File: src/rtl/light_bar_anim.sv
// light_bar_anim
//   VGA overlay that draws a horizontal row of N_CELLS bordered cells and
//   animates their interiors in one of three frame-synchronised patterns:
//   fill (bar grows left to right), chase (single lit cell walks right and
//   wraps) and bounce (single lit cell ping-pongs). Mode 3 blanks every
//   interior while the borders keep drawing.
//
// Ports
//   clk       in   pixel-domain clock
//   reset     in   synchronous, active-high reset
//   pix_x     in   [9:0] current pixel column
//   pix_y     in   [9:0] current pixel row
//   video_on  in   active-display flag
//   enable    in   animation advances when high, freezes when low
//   mode      in   [1:0] 0 fill, 1 chase, 2 bounce, 3 frozen-off
//   lit_rgb   in   [11:0] colour of lit interiors
//   rgb       out  [11:0] registered overlay pixel (1 clk latency)
//   step      out  [SW-1:0] current step index
//   wrap      out  one-cycle pulse at pattern wrap or bounce reversal

module light_bar_anim #(
    parameter int          N_CELLS         = 5,
    parameter int          X0              = 464,
    parameter int          Y0              = 279,
    parameter int          CELL_W          = 21,
    parameter int          CELL_H          = 13,
    parameter int          PITCH           = 22,
    parameter int          BORDER          = 2,
    parameter int          FRAMES_PER_STEP = 12,
    parameter logic [11:0] BORDER_RGB      = 12'hFFF,
    localparam int         SW              = $clog2(N_CELLS + 1)
) (
    input  logic          clk,
    input  logic          reset,
    input  logic [9:0]    pix_x,
    input  logic [9:0]    pix_y,
    input  logic          video_on,
    input  logic          enable,
    input  logic [1:0]    mode,
    input  logic [11:0]   lit_rgb,
    output logic [11:0]   rgb,
    output logic [SW-1:0] step,
    output logic          wrap
);

    typedef enum logic [1:0] {
        MODE_FILL   = 2'd0,
        MODE_CHASE  = 2'd1,
        MODE_BOUNCE = 2'd2,
        MODE_OFF    = 2'd3
    } mode_t;

    // Frame counter needs at least one bit even when every frame is a step.
    localparam int          FW         = (FRAMES_PER_STEP > 1) ? $clog2(FRAMES_PER_STEP) : 1;
    localparam logic [FW-1:0] FCNT_LAST = FW'(FRAMES_PER_STEP - 1);
    localparam logic [SW-1:0] STEP_LAST = SW'(N_CELLS - 1);
    localparam logic [SW-1:0] STEP_MAX  = SW'(N_CELLS);

    // Cell row vertical extents are shared by all cells.
    localparam logic [9:0] Y_TOP   = 10'(Y0);
    localparam logic [9:0] Y_BOT   = 10'(Y0 + CELL_H - 1);
    localparam logic [9:0] YI_TOP  = 10'(Y0 + BORDER);
    localparam logic [9:0] YI_BOT  = 10'(Y0 + CELL_H - 1 - BORDER);

    // ------------------------------------------------------------------
    // State registers
    // ------------------------------------------------------------------
    logic          sof_flag_reg;
    logic [FW-1:0] fcnt_reg,   fcnt_next;
    logic [SW-1:0] step_reg,   step_next;
    logic          dir_up_reg, dir_up_next;
    logic          wrap_reg,   wrap_next;
    mode_t         mode_reg,   mode_next;
    logic [11:0]   rgb_reg,    rgb_next;

    logic at_origin;
    logic sof;
    logic advance;
    logic mode_changed;

    // sof fires only on the first clock of a (0,0) run, so a pixel tick
    // slower than clk still yields one frame pulse.
    assign at_origin    = (pix_x == 10'd0) && (pix_y == 10'd0);
    assign sof          = at_origin && !sof_flag_reg;
    assign mode_changed = (mode != mode_reg);

    always_ff @(posedge clk) begin
        if (reset) begin
            sof_flag_reg <= 1'b0;
            fcnt_reg     <= '0;
            step_reg     <= '0;
            dir_up_reg   <= 1'b1;
            wrap_reg     <= 1'b0;
            mode_reg     <= MODE_FILL;
            rgb_reg      <= 12'h000;
        end else begin
            sof_flag_reg <= at_origin;
            fcnt_reg     <= fcnt_next;
            step_reg     <= step_next;
            dir_up_reg   <= dir_up_next;
            wrap_reg     <= wrap_next;
            mode_reg     <= mode_next;
            rgb_reg      <= rgb_next;
        end
    end

    // ------------------------------------------------------------------
    // Frame counter and step sequencing
    // ------------------------------------------------------------------
    always_comb begin
        fcnt_next   = fcnt_reg;
        step_next   = step_reg;
        dir_up_next = dir_up_reg;
        wrap_next   = 1'b0;
        mode_next   = mode_t'(mode);
        advance     = 1'b0;

        if (sof && enable) begin
            if (fcnt_reg == FCNT_LAST) begin
                fcnt_next = '0;
                advance   = 1'b1;
            end else begin
                fcnt_next = fcnt_reg + FW'(1);
            end
        end

        if (advance) begin
            case (mode_reg)
                MODE_FILL: begin
                    if (step_reg >= STEP_MAX) begin
                        step_next = '0;
                        wrap_next = 1'b1;
                    end else begin
                        step_next = step_reg + SW'(1);
                    end
                end
                MODE_CHASE: begin
                    if (step_reg >= STEP_LAST) begin
                        step_next = '0;
                        wrap_next = 1'b1;
                    end else begin
                        step_next = step_reg + SW'(1);
                    end
                end
                MODE_BOUNCE: begin
                    if (N_CELLS == 1) begin
                        // A single cell has nowhere to go; every step is a reversal.
                        step_next   = '0;
                        dir_up_next = !dir_up_reg;
                        wrap_next   = 1'b1;
                    end else if (dir_up_reg) begin
                        if (step_reg >= STEP_LAST) begin
                            dir_up_next = 1'b0;
                            step_next   = step_reg - SW'(1);
                            wrap_next   = 1'b1;
                        end else begin
                            step_next = step_reg + SW'(1);
                        end
                    end else begin
                        if (step_reg == '0) begin
                            dir_up_next = 1'b1;
                            step_next   = SW'(1);
                            wrap_next   = 1'b1;
                        end else begin
                            step_next = step_reg - SW'(1);
                        end
                    end
                end
                default: begin
                    // Frozen-off: the advance is swallowed.
                end
            endcase
        end

        // A new mode restarts the pattern cleanly and outranks any advance.
        if (mode_changed) begin
            fcnt_next   = '0;
            step_next   = '0;
            dir_up_next = 1'b1;
            wrap_next   = 1'b0;
        end
    end

    // ------------------------------------------------------------------
    // Per-cell geometry; all edges are elaboration-time constants.
    // ------------------------------------------------------------------
    logic [N_CELLS-1:0] lit_int_v;
    logic [N_CELLS-1:0] inner_v;
    logic [N_CELLS-1:0] border_v;

    for (genvar gi = 0; gi < N_CELLS; gi++) begin : g_cell
        localparam logic [9:0]    X_L  = 10'(X0 + gi * PITCH);
        localparam logic [9:0]    X_R  = 10'(X0 + gi * PITCH + CELL_W - 1);
        localparam logic [9:0]    XI_L = 10'(X0 + gi * PITCH + BORDER);
        localparam logic [9:0]    XI_R = 10'(X0 + gi * PITCH + CELL_W - 1 - BORDER);
        localparam logic [SW-1:0] IDX  = SW'(gi);

        logic in_outer;
        logic in_inner;
        logic cell_on;

        assign in_outer = (pix_x >= X_L)    && (pix_x <= X_R) &&
                          (pix_y >= Y_TOP)  && (pix_y <= Y_BOT);
        assign in_inner = (pix_x >= XI_L)   && (pix_x <= XI_R) &&
                          (pix_y >= YI_TOP) && (pix_y <= YI_BOT);

        assign cell_on = (mode_reg == MODE_FILL)  ? (IDX < step_reg) :
                         ((mode_reg == MODE_CHASE) || (mode_reg == MODE_BOUNCE)) ?
                                                    (IDX == step_reg) : 1'b0;

        assign lit_int_v[gi] = in_inner && cell_on;
        assign inner_v[gi]   = in_inner;
        assign border_v[gi]  = in_outer && !in_inner;
    end

    // Cells never overlap, so OR-reducing the per-cell hits is unambiguous.
    always_comb begin
        rgb_next = 12'h000;
        if (!video_on) begin
            rgb_next = 12'h000;
        end else if (|lit_int_v) begin
            rgb_next = lit_rgb;
        end else if (|inner_v) begin
            rgb_next = 12'h000;
        end else if (|border_v) begin
            rgb_next = BORDER_RGB;
        end
    end

    assign rgb  = rgb_reg;
    assign step = step_reg;
    assign wrap = wrap_reg;

endmodule

File: config.mk
export PLATFORM = sky130hd
export DESIGN_NAME = light_bar_anim
export DESIGN_NICKNAME = d
export VERILOG_FILES = /design/src/rtl/light_bar_anim.sv
export SDC_FILE = /design/constraint.sdc
export NUM_CORES = 1
export LEC_CHECK = 0
export CORE_ASPECT_RATIO = 1.4
export CORE_MARGIN = 2
export CORE_UTILIZATION = 49
export DETAILED_ROUTE_END_ITERATION = 8
export PLACE_DENSITY = 0.81
export SLEW_MARGIN = 20
export SYNTH_ARGS = -nofsm -noshare
export SYNTH_HDL_FRONTEND = slang
export SYNTH_SLANG_ARGS = --single-unit
export TNS_END_PERCENT = 50
File: constraint.sdc
create_clock -name clk -period 2.4 [get_ports clk]
set_input_delay 0.48 -clock clk [delete_from_list [all_inputs] [get_ports clk]]
set_output_delay 0.48 -clock clk [all_outputs]
set_load 0.005 [all_outputs]
# == Word level (Yosys, flattened, before mapping) ==
# Cells that the tools add are included.
# word_totals
out_inout_bits,16
register_bits,24
elab_cells,143
# classes
addsub,3
n_lt_le_gt_ge,31
n_reduce_logical,63
muxes,29
n_eq_ne,8
bitwise_logic,2
# ops
op,count
greater-or-equal comparator 10 x 9 -> 1 bit (second input constant),8
less-or-equal comparator 10 bit (second input constant),6
less-or-equal comparator 10 x 9 -> 1 bit (second input constant),6
logical AND 1 bit,43
greater-or-equal comparator 10 bit (second input constant),4
two-way mux 12 bit,3
logical NOT 10 bit,2
two-way mux 1 bit,18
two-way mux 3 bit,5
OR reduction 5 bit,3
case mux 3 bit (3 select lines),1
== test 2 x 3 -> 1 bit (first input constant),2
greater-or-equal comparator 3 bit (second input constant),2
logical NOT 1 bit,6
less-than comparator 1 x 3 -> 1 bit (first input constant),2
less-than comparator 2 x 3 -> 1 bit (first input constant),2
adder 4 x 1 -> 4 bit (second input constant),1
== test 4 bit (second input constant),1
two-way mux 4 bit,1
AND reduction 2 bit,2
OR reduction 2 bit,2
adder 3 x 1 -> 3 bit (second input constant),1
== test 1 x 3 -> 1 bit (first input constant),1
== test 3 bit (first input constant),1
other kinds (12),13

# == Logic depth before layout (Yosys ltp) ==
# depth
word_depth,10
ltp_mapped,10
mapped_depth_nobuf,9

# == Worst setup path before layout ==
# OpenSTA, ideal clock, no wires.
# synth_path
path_kind,register -> register
startpoint,register mode_reg[0]
endpoint,register rgb_reg[10] (netlist: rgb[10])
path_stages_with_launch,10
arrival_ps,2019
setup_slack_ps,245
n_path_buf,2
t_required_ps,2264
setup_ps,136
path_cell_list,dfxtp_1 inv_1 ha_1 buf_2 and2_2 a311o_1 and3_4 nor4b_4 buf_6 o32ai_2
# synth_via
elab_chain_cells,7
word_cells_on_any_way,21
cone_classes,eq/ne: 2; mux: 11; reduce/logical: 8
# synth_lines
element,line_no,rtl
start: declaration,73,"mode_t mode_reg, mode_next;"
start signal: assignment,102,mode_reg <= mode_next;
== test 2 x 1 -> 1 bit or == test 2 bit (tied branches),208,((mode_reg == MODE_CHASE) || (mode_reg == MODE_BOUNCE)) ?
logical OR 1 bit,208,
two-way mux 1 bit,208,
two-way mux 1 bit,207,assign cell_on = (mode_reg == MODE_FILL) ? (IDX < step_reg) :
logical AND 1 bit,211,assign lit_int_v[gi] = in_inner && cell_on;
OR reduction 5 bit *,221,end else if (|lit_int_v) begin
two-way mux 12 bit *,221,
end signal: assignment,103,rgb_reg <= rgb_next;
end: declaration,74,"logic [11:0] rgb_reg, rgb_next;"
# Mark *: on every way between the ends. The rest lies on a longest branch, timed or not.
# A chain may end at the register's enable or synchronous reset.

# == Worst setup path in the final report ==
# layout_path
startpoint,input pix_x[0]
endpoint,register rgb_reg[1] (netlist: rgb[1])
# layout_via
elab_chain_cells,10
word_cells_on_any_way,71
cone_classes,order compare: 20; mux: 3; reduce/logical: 48
# layout_lines
element,line_no,rtl
start: declaration,35,"input logic [9:0] pix_x,"
"greater-or-equal comparator 10 x 9 -> 1 bit, or another cell as far along",204,assign in_inner = (pix_x >= XI_L) && (pix_x <= XI_R) &&
logical AND 1 bit (2 in a row),204,
logical AND 1 bit,205,(pix_y >= YI_TOP) && (pix_y <= YI_BOT);
logical NOT 1 bit,213,assign border_v[gi] = in_outer && !in_inner;
logical AND 1 bit,213,
OR reduction 5 bit,225,end else if (|border_v) begin
two-way mux 12 bit,225,
two-way mux 12 bit,223,end else if (|inner_v) begin
two-way mux 12 bit *,221,
# Marked as above.

==> results.py <==
metrics = {
    "critical_path": {
        "cp_slowest_cell": "clkdlybuf4s50_1",
        "r2r_start": "step[0]",
        "r2r-end": "rgb[1]",
        "critPathArrivalTime_ns": 2.43,
        "crit_chain": "clkdlybuf4s50_1 > or3_1 > a31oi_1 > buf_4 > o31ai_1 > a31oi_1 > buf_4 > o32ai_2",
        "cp.required_ns": 2.55,
        "critPathKind": "input pin to flip-flop",
        "endpoint_kind": "flip-flop",
        "path_buf_inv": 3,
        "crit_path_start_kind": "input pin",
        "critPathTopFamily": "buffers and inverters",
        "max_stage_delay_ns": 0.55,
        "rrSetupSlack_ns": 0.34,
        "critical_path.max_fanout": 12,
        "worst_r2r_path_depth": 9,
    },
    "sta": {
        "slew_headroom_pct": 70.9,
        "clock.fmax_mhz": 440,
        "worstMarginPinSlew_ns": 0.432,
        "slew_violations": 0,
        "hold_viol_final": 0,
        "fin_crit_ns": 2.27,
        "setup_viol": 0,
        "post-route-period-util_pct": 94.7,
        "timing.hold.ws_ns": 0.530,
        "setup_ws_ns": 0.127,
        "fin_skew_ns": 0.00278,
    },
    "pwr": {
        "ir_drop_uv": 533,
        "power.density_mw_per_mm2": 335,
        "cellLeakagePower_nw": 1.19,
        "finalPower_mw": 0.970,
    },
    "die": {
        "boundaryPins": 54,
        "initial_core_util_pct": 51.3,
        "rows": 27,
        "die-area_sq_mm": 0.00468,
        "die_h_microns": 80.1,
        "fp.dieW_microns": 58.4,
        "coreArea_sq_mm": 0.00395,
    },
    "clocking": {
        "cts_root_buf": "clkbuf_8",
        "cts_tree": "done",
        "cts_buffers": 3,
        "cts_max_level": 1,
        "clk_path_buf_depth": 2,
        "hold_buffers": 0,
        "clkSlewWorstSetupHoldPaths_ns": 0.09,
        "clkSinkCount": 24,
        "clkLatencyLatePin_ns": 0.27,
    },
    "routing": {
        "drc_errors": 0,
        "vias": 2107,
        "first_pass_iters": 4,
        "drt-vias-per-instance": 5.89,
        "antenna_left": 0,
        "drt_iter0_markers": 39,
        "wl_per_cell_microns": 15.1,
        "drt-total-wl_microns": 5400,
    },
    "place": {
        "placed_area_sq_mm": 0.00278,
        "dp_slack_ns": -0.339,
        "port_buffers": 53,
        "gp_congestion": 0.929,
        "hpwl_microns": 4380,
    },
    "min_path": {
        "min_to": "fcnt_reg[1]",
        "min_from": "fcnt_reg[1]",
        "hp-class": "flip-flop to flip-flop",
        "hold_path_depth": 2,
    },
    "logic_synthesis": {
        "synth_top_flop_cell": "dfxtp_1",
        "syn_area_per_cell_sq_um": 8.71,
        "ys_seq_area_share_pct": 23.7,
        "synth_area_leader_cell": "dfxtp_1",
        "ys_types": 66,
        "netlist.area_leader.share_pct": 23.7,
        "synthArstFlopShare_pct": 0,
        "yosysWarnings": 0,
        "ys_top_cells_by_count": "dfxtp_1, inv_1, ha_1, nand2_1, nor3_1",
        "syn_nets": 284,
        "synth.area.top_cells": "dfxtp_1, ha_1, o32ai_2, inv_1, nor3_1",
        "synth_edf_count": 0,
        "syn_inst": 233,
        "netlist_area_sq_mm": 0.00203,
        "ys_ff_latch": 24,
        "synth_most_common_cell": "dfxtp_1",
    },
    "grt": {
        "antenna_found_initial": 0,
        "grt_usage_pct": 23.7,
        "overflow": 0,
        "grt_max_degree": 15,
        "grt_pass1_vias": 2087,
        "grt_pass1_wl_microns": 8810,
    },
    "final_layout": {
        "largest_reg_flops": 12,
        "area_growth_pct": 42.5,
        "diodes": 0,
        "final_util_pct": 73.2,
        "design_area_sq_mm": 0.00289,
        "fillers": 286,
        "num-nets-final": 367,
        "drive_gt1_share_pct": 21.9,
    },
    "job": {
        "max_cap_viol_count": 0,
    },
    "status": {
        "status": "complete, no violations",
    },
}
==> worst max path at each step <==
stage / from / endpoint / slack [ns] / depth (start not counted)
finish: pix_x[0] / rgb[1] / 0.13 / 8
floorplan: mode_reg[0] / rgb[10] / 0.24 / 9
detailed placement: pix_x[2] / rgb[2] / -0.34 / 7
global placement: pix_x[2] / rgb[2] / -0.27 / 7
CTS: pix_x[9] / rgb[2] / 0.11 / 7
global route: pix_x[0] / rgb[0] / -0.006 / 7
==> report_power, final <==
group | switching [mW] | internal [mW]
Clock | 0.138 | 0.223
Combinational | 0.0943 | 0.114
Sequential | 0.000776 | 0.400
==> what timing repair did <==
| action | CTS | global route |
|---|---|---|
| gates resized for setup | 0 | 2 |
| endpoints found under the setup margin | 12 | 2 |
| pin swaps | 1 | 0 |
| buffers inserted | 1 | 0 |
==> layer usage <==
| metal | routed length, microns | up-vias | global-route usage, % |
|---|---|---|---|
| met2 | 2960 | 71 | 46.3 |
| met4 | 180 | 0 | 11.9 |
| met5 | 0 | - | 0 |
| met1 | 2000 | 968 | 23.9 |
| li1 | - | 1052 | - |
| met3 | 258 | 16 | 2.09 |
==> tightest hold or removal path, cell delays in order, from the launching register on <==
cell     delay [ns]
dfxtp_1        0.33
o21ai_0        0.09
a21oi_1        0.07
==> cell families (layout without fill, tap and decap cells) <==
family,Yosys count,count (layout),share of synthesized area [%]
and+or+nand+nor,91,91,28.6
AOI/OAI and AO/OA,66,66,28.2
buffers and inverters,35,117,9.80
DFF,24,24,23.7
adders and majority gates,13,13,8.01
xor gates and xnor gates,4,4,1.73
==> through the flow <==
stage / std cells / TNS, ns
after global routing: 358 / -0.00615
after global placement: 353 / -3.12
after detailed placement: 353 / -4.10
final: 358 / 0
after floorplan: 233 / 0
after CTS: 358 / 0
==> final cells by class <==
class	count	area [sq um]	area share, %
Multi-Input combinational cell	174	1370	47.3
Inverter	20	75.1	2.60
Timing Repair Buffer	93	843	29.2
Sequential cell	24	480	16.6
Clock buffer	3	41.3	1.43
Clock inverter	1	30.0	1.04
Tap cell	43	53.8	1.86
==> cells in the final DEF (no fill, tap or decap), types with 2 or more instances in the layout <==
| cell type | netlist | layout |
|---|---|---|
| nor2b_1 | 6 | 6 |
| o22ai_1 | 4 | 4 |
| xor2_1 | 2 | 2 |
| nor3_1 | 12 | 12 |
| nor4b_1 | 3 | 3 |
| and3_1 | 4 | 4 |
| a31oi_1 | 5 | 5 |
| or3_1 | 2 | 2 |
| ha_1 | 13 | 13 |
| nor2_1 | 10 | 10 |
| clkdlybuf4s50_1 | 0 | 53 |
| clkbuf_8 | 1 | 3 |
| buf_4 | 0 | 39 |
| dfxtp_1 | 24 | 24 |
| o211ai_1 | 3 | 3 |
| o21a_1 | 3 | 3 |
| nand4_1 | 7 | 7 |
| nand4b_1 | 2 | 2 |
| o21ai_0 | 6 | 6 |
| a21oi_1 | 11 | 11 |
| nand2_1 | 13 | 13 |
| o31ai_1 | 2 | 2 |
| nand3_1 | 7 | 7 |
| o32ai_2 | 10 | 10 |
| nand2b_1 | 5 | 5 |
| o32ai_1 | 3 | 3 |
| a211oi_1 | 2 | 2 |
| inv_1 | 20 | 20 |
| xnor2_1 | 2 | 2 |
| nor4_1 | 3 | 3 |
Note: power is estimated with default switching activity, not from simulation.
